--- config.mk ---
export PLATFORM = sky130hd
export DESIGN_NAME = reg_wb_arbiter_flat
export DESIGN_NICKNAME = d
export VERILOG_FILES = /design/src/rtl/reg_wb_arbiter_pkg.sv /design/src/rtl/reg_wb_arbiter_if.sv /design/src/rtl/reg_wb_arbiter_rr_arbiter.sv /design/src/rtl/reg_wb_arbiter.sv /design/src/flat_wrapper.sv
export SDC_FILE = /design/constraint.sdc
export NUM_CORES = 1
export LEC_CHECK = 0
export ABC_AREA = 1
export BUFFER_PORTS_ARGS = -buffer_cell sky130_fd_sc_hd__buf_2
export CORE_UTILIZATION = 49
export DETAILED_ROUTE_END_ITERATION = 6
export PLACE_DENSITY = 0.81
export SKIP_LAST_GASP = 1
export SLEW_MARGIN = 20
export SYNTH_ARGS = -nofsm -noshare
export SYNTH_HDL_FRONTEND = slang
export SYNTH_SLANG_ARGS = --single-unit
--- constraint.sdc ---
create_clock -name clk -period 2.8 [get_ports clk]
set_input_delay 0.42 -clock clk [delete_from_list [all_inputs] [get_ports clk]]
set_output_delay 0.42 -clock clk [all_outputs]
set_load 0.03 [all_outputs]
--- src/rtl/reg_wb_arbiter_pkg.sv ---
// Shared types and constants for the register write-back arbiter.
// Register file geometry and the write-back request bundle.
package reg_arb_pkg;

   localparam int NUM_GPR = 32;
   localparam int ADDR_W  = 5;
   localparam int DATA_W  = 32;

   localparam logic [ADDR_W-1:0] ZERO_REG = 5'd0;

   typedef struct packed {
      logic              valid;
      logic [ADDR_W-1:0] addr;
      logic [DATA_W-1:0] data;
   } wb_req_t;

endpackage

--- src/rtl/reg_wb_arbiter_if.sv ---
// Write-back bus between execution units, issue stage and register file.
// The slave side is the arbiter, the master side drives requests.
interface reg_wb_arbiter_if #(
   parameter int NUM_REQ = 3,
   parameter int DATA_W  = 32,
   parameter int ADDR_W  = 5
);

   logic [NUM_REQ-1:0]        req_valid;
   logic [NUM_REQ*ADDR_W-1:0] req_addr;
   logic [NUM_REQ*DATA_W-1:0] req_data;
   logic [NUM_REQ-1:0]        req_ready;
   logic                      rsv_valid;
   logic [ADDR_W-1:0]         rsv_addr;
   logic                      rsv_ready;
   logic [31:0]               busy_vec;
   logic [ADDR_W-1:0]         REG_address_wr;
   logic                      REG_write_enable;
   logic [DATA_W-1:0]         REG_write_data;
   logic                      err_unreserved;

   modport slave (
      input  req_valid, req_addr, req_data,
      input  rsv_valid, rsv_addr,
      output req_ready, rsv_ready, busy_vec,
      output REG_address_wr, REG_write_enable,
      output REG_write_data, err_unreserved
   );

   modport master (
      output req_valid, req_addr, req_data,
      output rsv_valid, rsv_addr,
      input  req_ready, rsv_ready, busy_vec,
      input  REG_address_wr, REG_write_enable,
      input  REG_write_data, err_unreserved
   );

endinterface

--- src/rtl/reg_wb_arbiter_rr_arbiter.sv ---
// Combinational round-robin pick: first request at or after ptr.
// The pointer register is owned by the caller.
module rr_arbiter #(
   parameter int N = 3,
   localparam int PW = (N > 1) ? $clog2(N) : 1
) (
   input  logic [N-1:0]  req,
   input  logic [PW-1:0] ptr,
   output logic [N-1:0]  grant,
   output logic [PW-1:0] grant_idx,
   output logic          any
);

   int idx;

   // scan N positions starting at ptr, wrapping by explicit compare
   always_comb begin
      grant     = '0;
      grant_idx = '0;
      any       = 1'b0;
      idx       = 0;
      for (int k = 0; k < N; k++) begin
         idx = int'(ptr) + k;
         if (idx >= N) idx = idx - N;
         if (!any && req[idx]) begin
            any        = 1'b1;
            grant[idx] = 1'b1;
            grant_idx  = PW'(idx);
         end
      end
   end

endmodule

--- src/rtl/reg_wb_arbiter.sv ---
// Round-robin arbiter for the register-file write port with a
// pending-write scoreboard for long-latency results.
module reg_wb_arbiter #(
   parameter int NUM_REQ = 3,
   parameter int DATA_W  = 32,
   parameter int ADDR_W  = 5
) (
   input logic          clk,
   input logic          SYS_reset_n,
   reg_wb_arbiter_if.slave bus
);

   import reg_arb_pkg::*;

   localparam int PW = $clog2(NUM_REQ);

   logic [PW-1:0]      ptr_q, ptr_d, grant_idx;
   logic [NUM_REQ-1:0] grant;
   logic               any;
   wb_req_t            win;
   logic               real_wr, rsv_ok, unrsv;
   logic [NUM_GPR-1:0] busy_q, busy_d;
   logic               err_q;
   logic               we_q;
   logic [ADDR_W-1:0]  addr_q;
   logic [DATA_W-1:0]  data_q;

   rr_arbiter #(.N(NUM_REQ)) u_rr (
      .req       (bus.req_valid),
      .ptr       (ptr_q),
      .grant     (grant),
      .grant_idx (grant_idx),
      .any       (any)
   );

   assign bus.req_ready = grant;

   // select the granted requester's address and data
   always_comb begin
      win       = '0;
      win.valid = any;
      win.addr  = bus.req_addr[int'(grant_idx)*ADDR_W +: ADDR_W];
      win.data  = bus.req_data[int'(grant_idx)*DATA_W +: DATA_W];
   end

   assign real_wr = win.valid && (win.addr != ZERO_REG);
   assign bus.rsv_ready = (bus.rsv_addr == ZERO_REG) |
                          ~busy_q[bus.rsv_addr];
   assign rsv_ok  = bus.rsv_valid && bus.rsv_ready &&
                    (bus.rsv_addr != ZERO_REG);
   assign unrsv   = real_wr && (grant_idx != '0) &&
                    !busy_q[win.addr];

   // next pointer and scoreboard update
   always_comb begin
      ptr_d  = ptr_q;
      busy_d = busy_q;
      if (any) begin
         if (grant_idx == PW'(NUM_REQ-1)) ptr_d = '0;
         else                             ptr_d = grant_idx + 1'b1;
      end
      if (rsv_ok)  busy_d[bus.rsv_addr] = 1'b1;
      if (real_wr) busy_d[win.addr]     = 1'b0;
   end

   // arbitration state, scoreboard and registered write port
   always_ff @(posedge clk or negedge SYS_reset_n) begin
      if (!SYS_reset_n) begin
         ptr_q  <= '0;
         busy_q <= '0;
         err_q  <= 1'b0;
         we_q   <= 1'b0;
         addr_q <= '0;
         data_q <= '0;
      end else begin
         ptr_q  <= ptr_d;
         busy_q <= busy_d;
         err_q  <= err_q | unrsv;
         we_q   <= real_wr;
         if (real_wr) begin
            addr_q <= win.addr;
            data_q <= win.data;
         end
      end
   end

   assign bus.busy_vec         = busy_q;
   assign bus.err_unreserved   = err_q;
   assign bus.REG_write_enable = we_q;
   assign bus.REG_address_wr   = addr_q;
   assign bus.REG_write_data   = data_q;

endmodule

--- src/flat_wrapper.sv ---
// flat-port wrapper written by rule: the top's interface ports become plain ports
module reg_wb_arbiter_flat import reg_arb_pkg::*;
#(
   parameter int NUM_REQ = 3,
   parameter int DATA_W  = 32,
   parameter int ADDR_W  = 5
)
  (clk, SYS_reset_n, bus_req_valid, bus_req_addr, bus_req_data, bus_rsv_valid, bus_rsv_addr, bus_req_ready, bus_rsv_ready, bus_busy_vec, bus_REG_address_wr, bus_REG_write_enable, bus_REG_write_data, bus_err_unreserved);
  reg_wb_arbiter_if #(.NUM_REQ(NUM_REQ), .DATA_W(DATA_W), .ADDR_W(ADDR_W)) bus_i ();
  input logic clk;
  input logic SYS_reset_n;
  input wire logic [$bits(bus_i.req_valid)-1:0] bus_req_valid;
  input wire logic [$bits(bus_i.req_addr)-1:0] bus_req_addr;
  input wire logic [$bits(bus_i.req_data)-1:0] bus_req_data;
  input wire logic [$bits(bus_i.rsv_valid)-1:0] bus_rsv_valid;
  input wire logic [$bits(bus_i.rsv_addr)-1:0] bus_rsv_addr;
  output wire logic [$bits(bus_i.req_ready)-1:0] bus_req_ready;
  output wire logic [$bits(bus_i.rsv_ready)-1:0] bus_rsv_ready;
  output wire logic [$bits(bus_i.busy_vec)-1:0] bus_busy_vec;
  output wire logic [$bits(bus_i.REG_address_wr)-1:0] bus_REG_address_wr;
  output wire logic [$bits(bus_i.REG_write_enable)-1:0] bus_REG_write_enable;
  output wire logic [$bits(bus_i.REG_write_data)-1:0] bus_REG_write_data;
  output wire logic [$bits(bus_i.err_unreserved)-1:0] bus_err_unreserved;
  assign bus_i.req_valid = bus_req_valid;
  assign bus_i.req_addr = bus_req_addr;
  assign bus_i.req_data = bus_req_data;
  assign bus_i.rsv_valid = bus_rsv_valid;
  assign bus_i.rsv_addr = bus_rsv_addr;
  assign bus_req_ready = bus_i.req_ready;
  assign bus_rsv_ready = bus_i.rsv_ready;
  assign bus_busy_vec = bus_i.busy_vec;
  assign bus_REG_address_wr = bus_i.REG_address_wr;
  assign bus_REG_write_enable = bus_i.REG_write_enable;
  assign bus_REG_write_data = bus_i.REG_write_data;
  assign bus_err_unreserved = bus_i.err_unreserved;
  reg_wb_arbiter #(.NUM_REQ(NUM_REQ), .DATA_W(DATA_W), .ADDR_W(ADDR_W)) u_core (.clk(clk), .SYS_reset_n(SYS_reset_n), .bus(bus_i));
endmodule
==> flow_summary.json, run 1 <==
{
  "run_status": "completed",
  "mostFrequentLayoutCell": "buf_2",
  "drc": 0,
  "fin_crit_ns": 2.71,
  "grt_pass1_wl_um": 24600,
  "path_common_cell": "buf_4",
  "grt_max_degree": 74,
  "drt_wl_total_um": 16200,
  "grt_remaining_overflow": 0,
  "core.rowCount": 36,
  "hold_viol_final": 0,
  "port_buffers": 196,
  "final-setup-viol-count": 0,
  "gp_congestion": 0.929,
  "syn_inst": 655,
  "final_nets": 1015,
  "grtUsageTotal_pct": 30.8,
  "antenna_found_initial": 3,
  "first_iter_violations": 475,
  "synth_area_per_cell_um2": 7.46,
  "startpoint_type": "flop",
  "ant_nets": 0,
  "drt-pass1-iter-count": 6,
  "path_cells": "buf_4 -> ha_4 -> inv_4 -> nand2_1 -> nand3_1 -> nand2_2 -> nand2_2 -> o21ai_2 -> buf_4 -> nor2_4 -> buf_4 -> nand3_1 -> nand2_2 -> buf_4 -> buf_4 -> nor3_2 -> buf_6 -> a21oi_1",
  "slowest_delay_ns": 0.39,
  "relSlewSlack_pct": 37.6,
  "start_util_pct": 50.2,
  "fillers": 888,
  "io-pin-count": 197,
  "clock_latency_ns": 0.36,
  "syn_nets": 781,
  "cts-htree-levels": 3,
  "fp.dieArea_um2": 10400,
  "worstPathRequired_ns": 3.04,
  "clkSlewWorstSetupHoldPaths_ns": 0.08,
  "cp_num_buf_inv": 7,
  "fmax_mhz": 368,
  "viasPerCell": 5.46,
  "cts_buffers": 9,
  "cts-root-buf": "clkbuf_8",
  "final_cell_mix": "buf_2, nand2_1, nor2_1, dfrtp_1, a21oi_1",
  "cts-hold-fix-buffers": 0,
  "wl_per_cell_um": 15.7,
  "synth_cell_types": 37,
  "crit_type": "reg -> reg",
  "rsz0062_at_grt": "true",
  "endpoint_kind": "flop",
  "clock_sinks": 73,
  "holdCritPathClass": "in -> async",
  "async_flop_share_pct": 100,
  "grt_pass1_vias": 5266,
  "die_x_um": 102,
  "cts.path.max_buffers": 2,
  "slowest_stage": "dfrtp_1",
  "ys.flop_type": "dfrtp_1",
  "maxCapViolations": 0,
  "cts_tree": "built",
  "post-place-ws_ns": -0.0709,
  "fin_worst_skew_ns": 0.0129,
  "dpl.hpwl_um": 11700,
  "ys_ff_latch": 73,
  "area_growth_pct": 37.4,
  "synth_seq_area_share_pct": 37.4,
  "crit_family": "buffers and inverters",
  "drive_above_1_share_pct": 41.4,
  "core_um2": 9730,
  "final_max_slew_viol_count": 0,
  "synth_area_um2": 4890,
  "synth_edf_count": 0,
  "die_h_um": 102,
  "yosysWarningCount": 0,
  "cp.arrival_ns": 2.96,
  "cp_max_fo": 7,
  "setup_ws_ns": 0.0850,
  "tightest_slew_ns": 0.936,
  "vias": 5623,
  "finalCritPeriodShare_pct": 97.0
}
-- cells in the mapped netlist (2+ instances only) --
cell / instances / area share (%)
a31oi_1: 45 / 5.8
nand2_1: 106 / 8.1
inv_1: 47 / 3.6
inv_2: 11 / 0.84
o21ai_1: 7 / 0.72
nand2_4: 7 / 1.6
ha_1: 4 / 1.0
buf_2: 10 / 1.0
a22oi_1: 2 / 0.31
o22ai_1: 8 / 1.0
nand2_2: 22 / 2.8
dfrtp_1: 73 / 37
nand3b_1: 5 / 0.77
buf_6: 7 / 1.6
nand4_1: 2 / 0.26
nor2_2: 5 / 0.64
a21oi_2: 2 / 0.36
o221ai_1: 2 / 0.36
a21oi_1: 49 / 5.0
o21ai_2: 31 / 5.6
nand3_4: 4 / 1.4
o21ai_0: 18 / 1.8
nor2_1: 77 / 5.9
nor3_1: 40 / 4.1
nand3_1: 48 / 4.9
clkbuf_1: 12 / 0.92
-- what timing repair did --
action / 4_1_cts / 5_1_grt
gates resized for setup: 3 / 25
cloned: 0 / 4
buffers inserted: 0 / 10
endpoints found under the setup margin: 12 / 69
pin swaps: 0 / 7
-- layout make-up --
class,count,area [um^2],area share (%)
antenna,3,7.51,0.112
clock buffer,10,128,1.90
clock inverter,6,67.6,1.01
inverter,60,230,3.43
multi-input combinational,491,2740,40.8
sequential,73,1830,27.2
tap,133,166,2.48
timing repair buffer,254,1550,23.1
-- worst reg2reg max path, cell delays in order, from the launching register on --
cell	delay [ns]
dfrtp_1	0.39
buf_4	0.15
ha_4	0.30
inv_4	0.06
nand2_1	0.05
nand3_1	0.07
nand2_2	0.08
nand2_2	0.07
o21ai_2	0.16
buf_4	0.14
nor2_4	0.06
buf_4	0.14
nand3_1	0.10
nand2_2	0.10
buf_4	0.18
buf_4	0.13
nor3_2	0.17
buf_6	0.18
a21oi_1	0.08
-- per-stage QoR --
step                      TNS [ns]  instance area [um^2]  hold slack (ns)  instances  utilization, %
final                            0                  6710            0.193       1030            69.0
after global routing        -0.558                  6710            0.275       1030            69.0
after CTS                        0                  6460            0.238       1013            66.4
after detailed placement    -0.465                  6250            0.394        997            64.3
after global placement    -0.00515                  6250            0.388        997            64.3
after floorplan                  0                  4890            0.124        655               -
-- path summary, 6_finish.rpt --
path | start | cells after the start | slack [ns] | to
setup / recovery | u_core.ptr_q[1] | 18 | 0.09 | u_core.bus.busy_vec[12]
hold / removal | SYS_reset_n | 1 | 0.19 | u_core.bus.REG_write_data[27]
setup reg to reg | u_core.ptr_q[1] | 18 | 0.09 | u_core.bus.busy_vec[12]
hold reg to reg | u_core.bus.busy_vec[0] | 0 | 0.41 | u_core.bus.busy_vec[0]
max in group asynchronous | SYS_reset_n | 1 | 1.99 | u_core.bus.err_unreserved
min in group clk | bus_req_data[87] | 3 | 0.34 | u_core.bus.REG_write_data[23]
-- per-layer routing --
metal / GRT usage [%] / vias to the layer above / part of all wire (%)
met2: 52.2 / 305 / 49
met1: 37.5 / 2557 / 39
li1: - / 2706 / -
met4: 14.7 / 0 / 3.4
met3: 6.29 / 55 / 8.8
met5: 0 / - / 0
-- registers in the layout, summed over array words and instances, names as in the netlist --
register / flops
u_core.bus.err_unreserved: 1
u_core.ptr_q: 2
u_core.bus.REG_write_data: 32
u_core.bus.REG_address_wr: 5
u_core.bus.busy_vec: 32
u_core.bus.REG_write_enable: 1
-- cell families (layout without fill, tap and decap cells) --
kind of cell / count (synthesis) / in the layout / share of synthesized area (%)
and+or+nand+nor: 322 / 323 / 31.9
AOI/OAI and AO/OA: 164 / 164 / 20.9
buffers and inverters: 92 / 330 / 8.76
DFF: 73 / 73 / 37.4
adders and majority gates: 4 / 4 / 1.02
other: 0 / 3 / 0
Power of run 1 is left out: the tool's default activity adds up to more than one toggle a clock period on the data nets, which glitch-free logic cannot reach.
==> inputs of run 2 (changes only) <==
==> constraint.sdc (replaced) <==
create_clock -name clk -period 2.8 [get_ports clk]
set_input_delay 0.28 -clock clk [delete_from_list [all_inputs] [get_ports clk]]
set_output_delay 0.28 -clock clk [all_outputs]
set_load 0.03 [all_outputs]
==> run 2 against run 1 <==
Net effect:
- worst hold slack got worse by 0.15 ns
- global-route usage decreased by 0.56 points
- sequential share of layout area hardly changed
- setup slack lost 0.051 ns
==> flow_summary.json, run 2 (same netlist as run 1, synthesis figures left out) <==
{
  "holdCritPathClass": "in -> async",
  "cts-hold-fix-buffers": 0,
  "final_max_slew_viol_count": 0,
  "maxCapViolations": 0,
  "crit_type": "reg -> reg",
  "ant_nets": 0,
  "port_buffers": 196,
  "endpoint_kind": "flop",
  "setup_ws_ns": 0.0336,
  "io-pin-count": 197,
  "tns_ns": 0,
  "core_um2": 9730,
  "fp.dieArea_um2": 10400,
  "cp.arrival_ns": 3.01,
  "cp_max_fo": 8,
  "grt_remaining_overflow": 0,
  "die_h_um": 102,
  "clock_sinks": 73,
  "start_util_pct": 50.2,
  "startpoint_type": "flop",
  "viasPerCell": 5.47,
  "grt_pass1_vias": 5104,
  "tightest_slew_ns": 0.944,
  "cts_tree": "built",
  "cts-root-buf": "clkbuf_8",
  "dpl.hpwl_um": 11600,
  "cts_buffers": 9,
  "wl_per_cell_um": 15.8,
  "cts-htree-levels": 3,
  "drt_wl_total_um": 16200,
  "finalCritPeriodShare_pct": 98.8,
  "worst_hold_slack_ns": 0.0420,
  "first_iter_violations": 499,
  "fin_crit_ns": 2.77,
  "rsz0062_at_grt": "true",
  "cts.path.max_buffers": 2,
  "drive_above_1_share_pct": 41.0,
  "antenna_found_initial": 2,
  "wl_met2_um": 7970,
  "fmax_mhz": 361,
  "drc": 0,
  "die_x_um": 102,
  "mostFrequentLayoutCell": "buf_2",
  "final-setup-viol-count": 0,
  "fin_worst_skew_ns": 0.0130,
  "relSlewSlack_pct": 37.0,
  "grtUsageTotal_pct": 30.2,
  "drt-met1-wl_um": 6410,
  "run_status": "completed",
  "grt_max_degree": 74,
  "wl_met3_um": 1360,
  "final_nets": 1012,
  "clkSlewWorstSetupHoldPaths_ns": 0.09,
  "core.rowCount": 36,
  "final_cell_mix": "buf_2, nand2_1, nor2_1, dfrtp_1, a21oi_1",
  "clock_latency_ns": 0.35,
  "gp_congestion": 0.981,
  "drt-pass1-iter-count": 6,
  "area_growth_pct": 37.3,
  "grt_pass1_wl_um": 24100,
  "worstPathRequired_ns": 3.05,
  "top_layer": "met4",
  "hold_viol_final": 0,
  "vias": 5610,
  "post-place-ws_ns": -0.0413
}
[run 2: cell count changes in the layout (fill, tap and decap cells not counted), sizes merged]
cell	before	now
buf	252	246
clkbuf	12	15
clkinv	3	1
clkinvlp	2	3
diode	3	2
nand2	136	137
[run 2: per-stage QoR]
stage                     util (%)  std cells  cell area, um^2
after global placement        63.9        992             6220
after global routing          69.0       1026             6710
after floorplan                  -        655             4890
final                         69.0       1026             6710
after CTS                     66.2       1008             6440
after detailed placement      63.9        992             6220
[run 2: worst paths after layout]
path,depth (start not counted),endpoint,from,slack [ns]
max,20,u_core.bus.REG_write_data[18],u_core.ptr_q[1],0.03
min,1,u_core.bus.busy_vec[4],SYS_reset_n,0.04
max reg2reg,20,u_core.bus.REG_write_data[18],u_core.ptr_q[1],0.03
min reg2reg,0,u_core.bus.busy_vec[0],u_core.bus.busy_vec[0],0.41
max in group asynchronous,1,u_core.bus.REG_write_data[13],SYS_reset_n,2.11
min in group clk,3,u_core.bus.REG_write_data[26],bus_req_data[90],0.22
[run 2: timing repair]
action | 4_1_cts | 5_1_grt
buffers inserted | 0 | 9
cloned | 0 | 7
endpoints found under the setup margin | 16 | 68
resized for setup | 3 | 15
pin swaps | 0 | 7
[run 2: critical path, cell delays in order (launching register included)]
cell       delay (ns)
dfrtp_1          0.39
buf_4            0.15
ha_4             0.26
inv_2            0.09
nand2_1          0.06
nand3_1          0.06
nand2_1          0.09
nand2_2          0.10
o21ai_2          0.07
buf_4            0.14
nor2_4           0.21
nand3_1          0.14
nand2_2          0.10
inv_2            0.06
nand2_4          0.09
nor2_8           0.04
nand2_4          0.14
nand2_4          0.13
clkbuf_16        0.23
nand2_2          0.06
o21ai_2          0.05
[run 2: layer usage]
layer | track usage [%] | vias up
met5 | 0 | -
met4 | 13.8 | 0
met3 | 6.29 | 46
met2 | 51.2 | 312
met1 | 37.0 | 2552
li1 | - | 2700
[run 2: layout make-up]
class	instances	area, um^2
antenna	2	5.00
clock buffer	11	151
clock inverter	5	61.3
fill	875	3020
inverter	60	233
multi-input combinational	492	2720
sequential	73	1830
tap	133	166
timing repair buffer	250	1550
Power of run 2 is left out for the same reason.
==> inputs of run 3 (changes only) <==
CORE_MARGIN = 5   (was unset)
==> run 3 against run 2 <==
Net effect:
- first-iteration DRC count shrank 11%
- cell count decreased by 0.49%
- non-clock buffer count is 1 lower
- clock-buffer cell count fell by 1
- setup slack better by 0.060 ns
- sequential share of layout area rose by 0.39 points
- largest cell class unchanged
==> flow_summary.json, run 3 (same netlist as run 1, synthesis figures left out) <==
{
  "cts-root-buf": "clkbuf_8",
  "multiInputGateArea_um2": 2720,
  "path_cells": "buf_4 -> ha_4 -> inv_2 -> buf_4 -> nand3_1 -> nand2_1 -> nand2_2 -> o21ai_4 -> inv_1 -> nand2_4 -> nand2_1 -> nand2_2 -> inv_2 -> nand2_4 -> nor2_8 -> nand2_4 -> nand2_8 -> buf_6 -> clkbuf_16 -> nand2_2 -> o21ai_2",
  "endpoint_kind": "flop",
  "final_cell_mix": "buf_2, nand2_1, nor2_1, dfrtp_1, a21oi_1",
  "regArea_um2": 1830,
  "start_util_pct": 50.2,
  "cp_max_fo": 11,
  "fp.dieArea_um2": 12100,
  "drt-pass1-iter-count": 5,
  "drc": 0,
  "fmax_mhz": 369,
  "clkSlewWorstSetupHoldPaths_ns": 0.08,
  "insertedDiodeCount": 0,
  "final_max_slew_viol_count": 0,
  "grt_pass1_vias": 5104,
  "io-pin-count": 197,
  "relSlewSlack_pct": 37.4,
  "first_iter_violations": 445,
  "slowest_stage": "dfrtp_2",
  "cts.path.max_buffers": 2,
  "final-setup-viol-count": 0,
  "hold_viol_final": 0,
  "mostFrequentLayoutCell": "buf_2",
  "drt_wl_total_um": 16300,
  "clock_sinks": 73,
  "dp_cells": 992,
  "core_um2": 9730,
  "drive_above_1_share_pct": 40.9,
  "port_buffers": 196,
  "fin_cells": 1021,
  "crit_type": "reg -> reg",
  "finalCritPeriodShare_pct": 96.7,
  "core.rowCount": 36,
  "grt_remaining_overflow": 0,
  "gp_congestion": 0.976,
  "maxCapViolations": 0,
  "cts_buffers": 9,
  "viasPerCell": 5.38,
  "tightest_slew_ns": 0.939,
  "startpoint_type": "flop",
  "grt_pass1_wl_um": 24800,
  "worstPathRequired_ns": 3.04,
  "run_status": "completed",
  "die_h_um": 110,
  "area_growth_pct": 35.5,
  "cts-htree-levels": 3,
  "vias": 5495,
  "cp.arrival_ns": 2.95,
  "dpl.hpwl_um": 12100,
  "wl_per_cell_um": 16.0,
  "fin_worst_skew_ns": 0.0142,
  "die_x_um": 110,
  "tns_ns": 0,
  "cts-hold-fix-buffers": 0,
  "slowest_delay_ns": 0.43,
  "fin_crit_ns": 2.71,
  "cts_tree": "built",
  "final_nets": 1009,
  "holdCritPathClass": "in -> async",
  "fillers": 864,
  "grtUsageTotal_pct": 26.3,
  "antenna_found_initial": 0,
  "grt_max_degree": 74,
  "ant_nets": 0,
  "clock_latency_ns": 0.35
}
-- run 3: cell count changes in the layout (fill, tap and decap cells not counted), sizes merged --
cell	before	now
clkinv	1	5
nand2	137	135
clkinvlp	3	1
bufinv	1	0
diode	2	0
buf	246	247
clkbuf	15	12
-- run 3: what timing repair did --
action / 4_1_cts / 5_1_grt
pin swaps: 0 / 9
endpoints found under the setup margin: 11 / 69
cloned: 0 / 2
buffers inserted: 0 / 11
resized for setup: 2 / 20
-- run 3: worst paths after layout --
kind	to	startpoint	slack [ns]	cells past startpoint
max reg2reg	u_core.bus.REG_write_data[29]	u_core.ptr_q[0]	0.09	21
max	u_core.bus.REG_write_data[29]	u_core.ptr_q[0]	0.09	21
max in group asynchronous	u_core.ptr_q[0]	SYS_reset_n	2.09	1
min	u_core.bus.REG_write_data[28]	SYS_reset_n	0.07	1
min in group clk	u_core.bus.REG_write_data[24]	bus_req_data[88]	0.21	3
min reg2reg	u_core.bus.busy_vec[0]	u_core.bus.busy_vec[0]	0.42	0
-- run 3: layout make-up --
class,count,share of cell area (%)
multi-input cells,490,41.1
clock inverters,6,0.662
flip-flops and latches,73,27.6
repair buffers,249,22.8
clock buffers,10,1.93
well taps,133,2.51
inverters,60,3.44
-- run 3: per-stage QoR --
| step | hold slack [ns] | area (um^2) | worst slack, ns | util (%) |
|---|---|---|---|---|
| 2_1_floorplan | -0.0156 | 4890 | 0.249 | - |
| 3_3_place_gp | 0.394 | 6230 | 0.0905 | 64.0 |
| 3_5_place_dp | 0.398 | 6230 | -0.0108 | 64.0 |
| 4_1_cts | 0.103 | 6400 | 0.0273 | 65.8 |
| 5_1_grt | 0.140 | 6620 | -0.0164 | 68.0 |
| 6_report | 0.0657 | 6620 | 0.0932 | 68.0 |
-- run 3: critical path, delay by kind of cell, from the launching register on --
| family | cells | cell delay (ns) |
|---|---|---|
| adders and majority gates | 1 | 0.17 |
| DFF | 1 | 0.43 |
| buffers and inverters | 7 | 0.82 |
| and+or+nand+nor | 11 | 0.94 |
| AOI/OAI and AO/OA | 2 | 0.23 |
-- run 3: metal layers --
metal  up-vias  track usage, %  share of wire [%]
met5         -               0                  0
met4         0            9.88                2.6
met3        36            6.87                9.5
met2       267            43.5                 48
met1      2508            32.8                 40
li1       2684               -                  -
Power of run 3 is left out for the same reason.
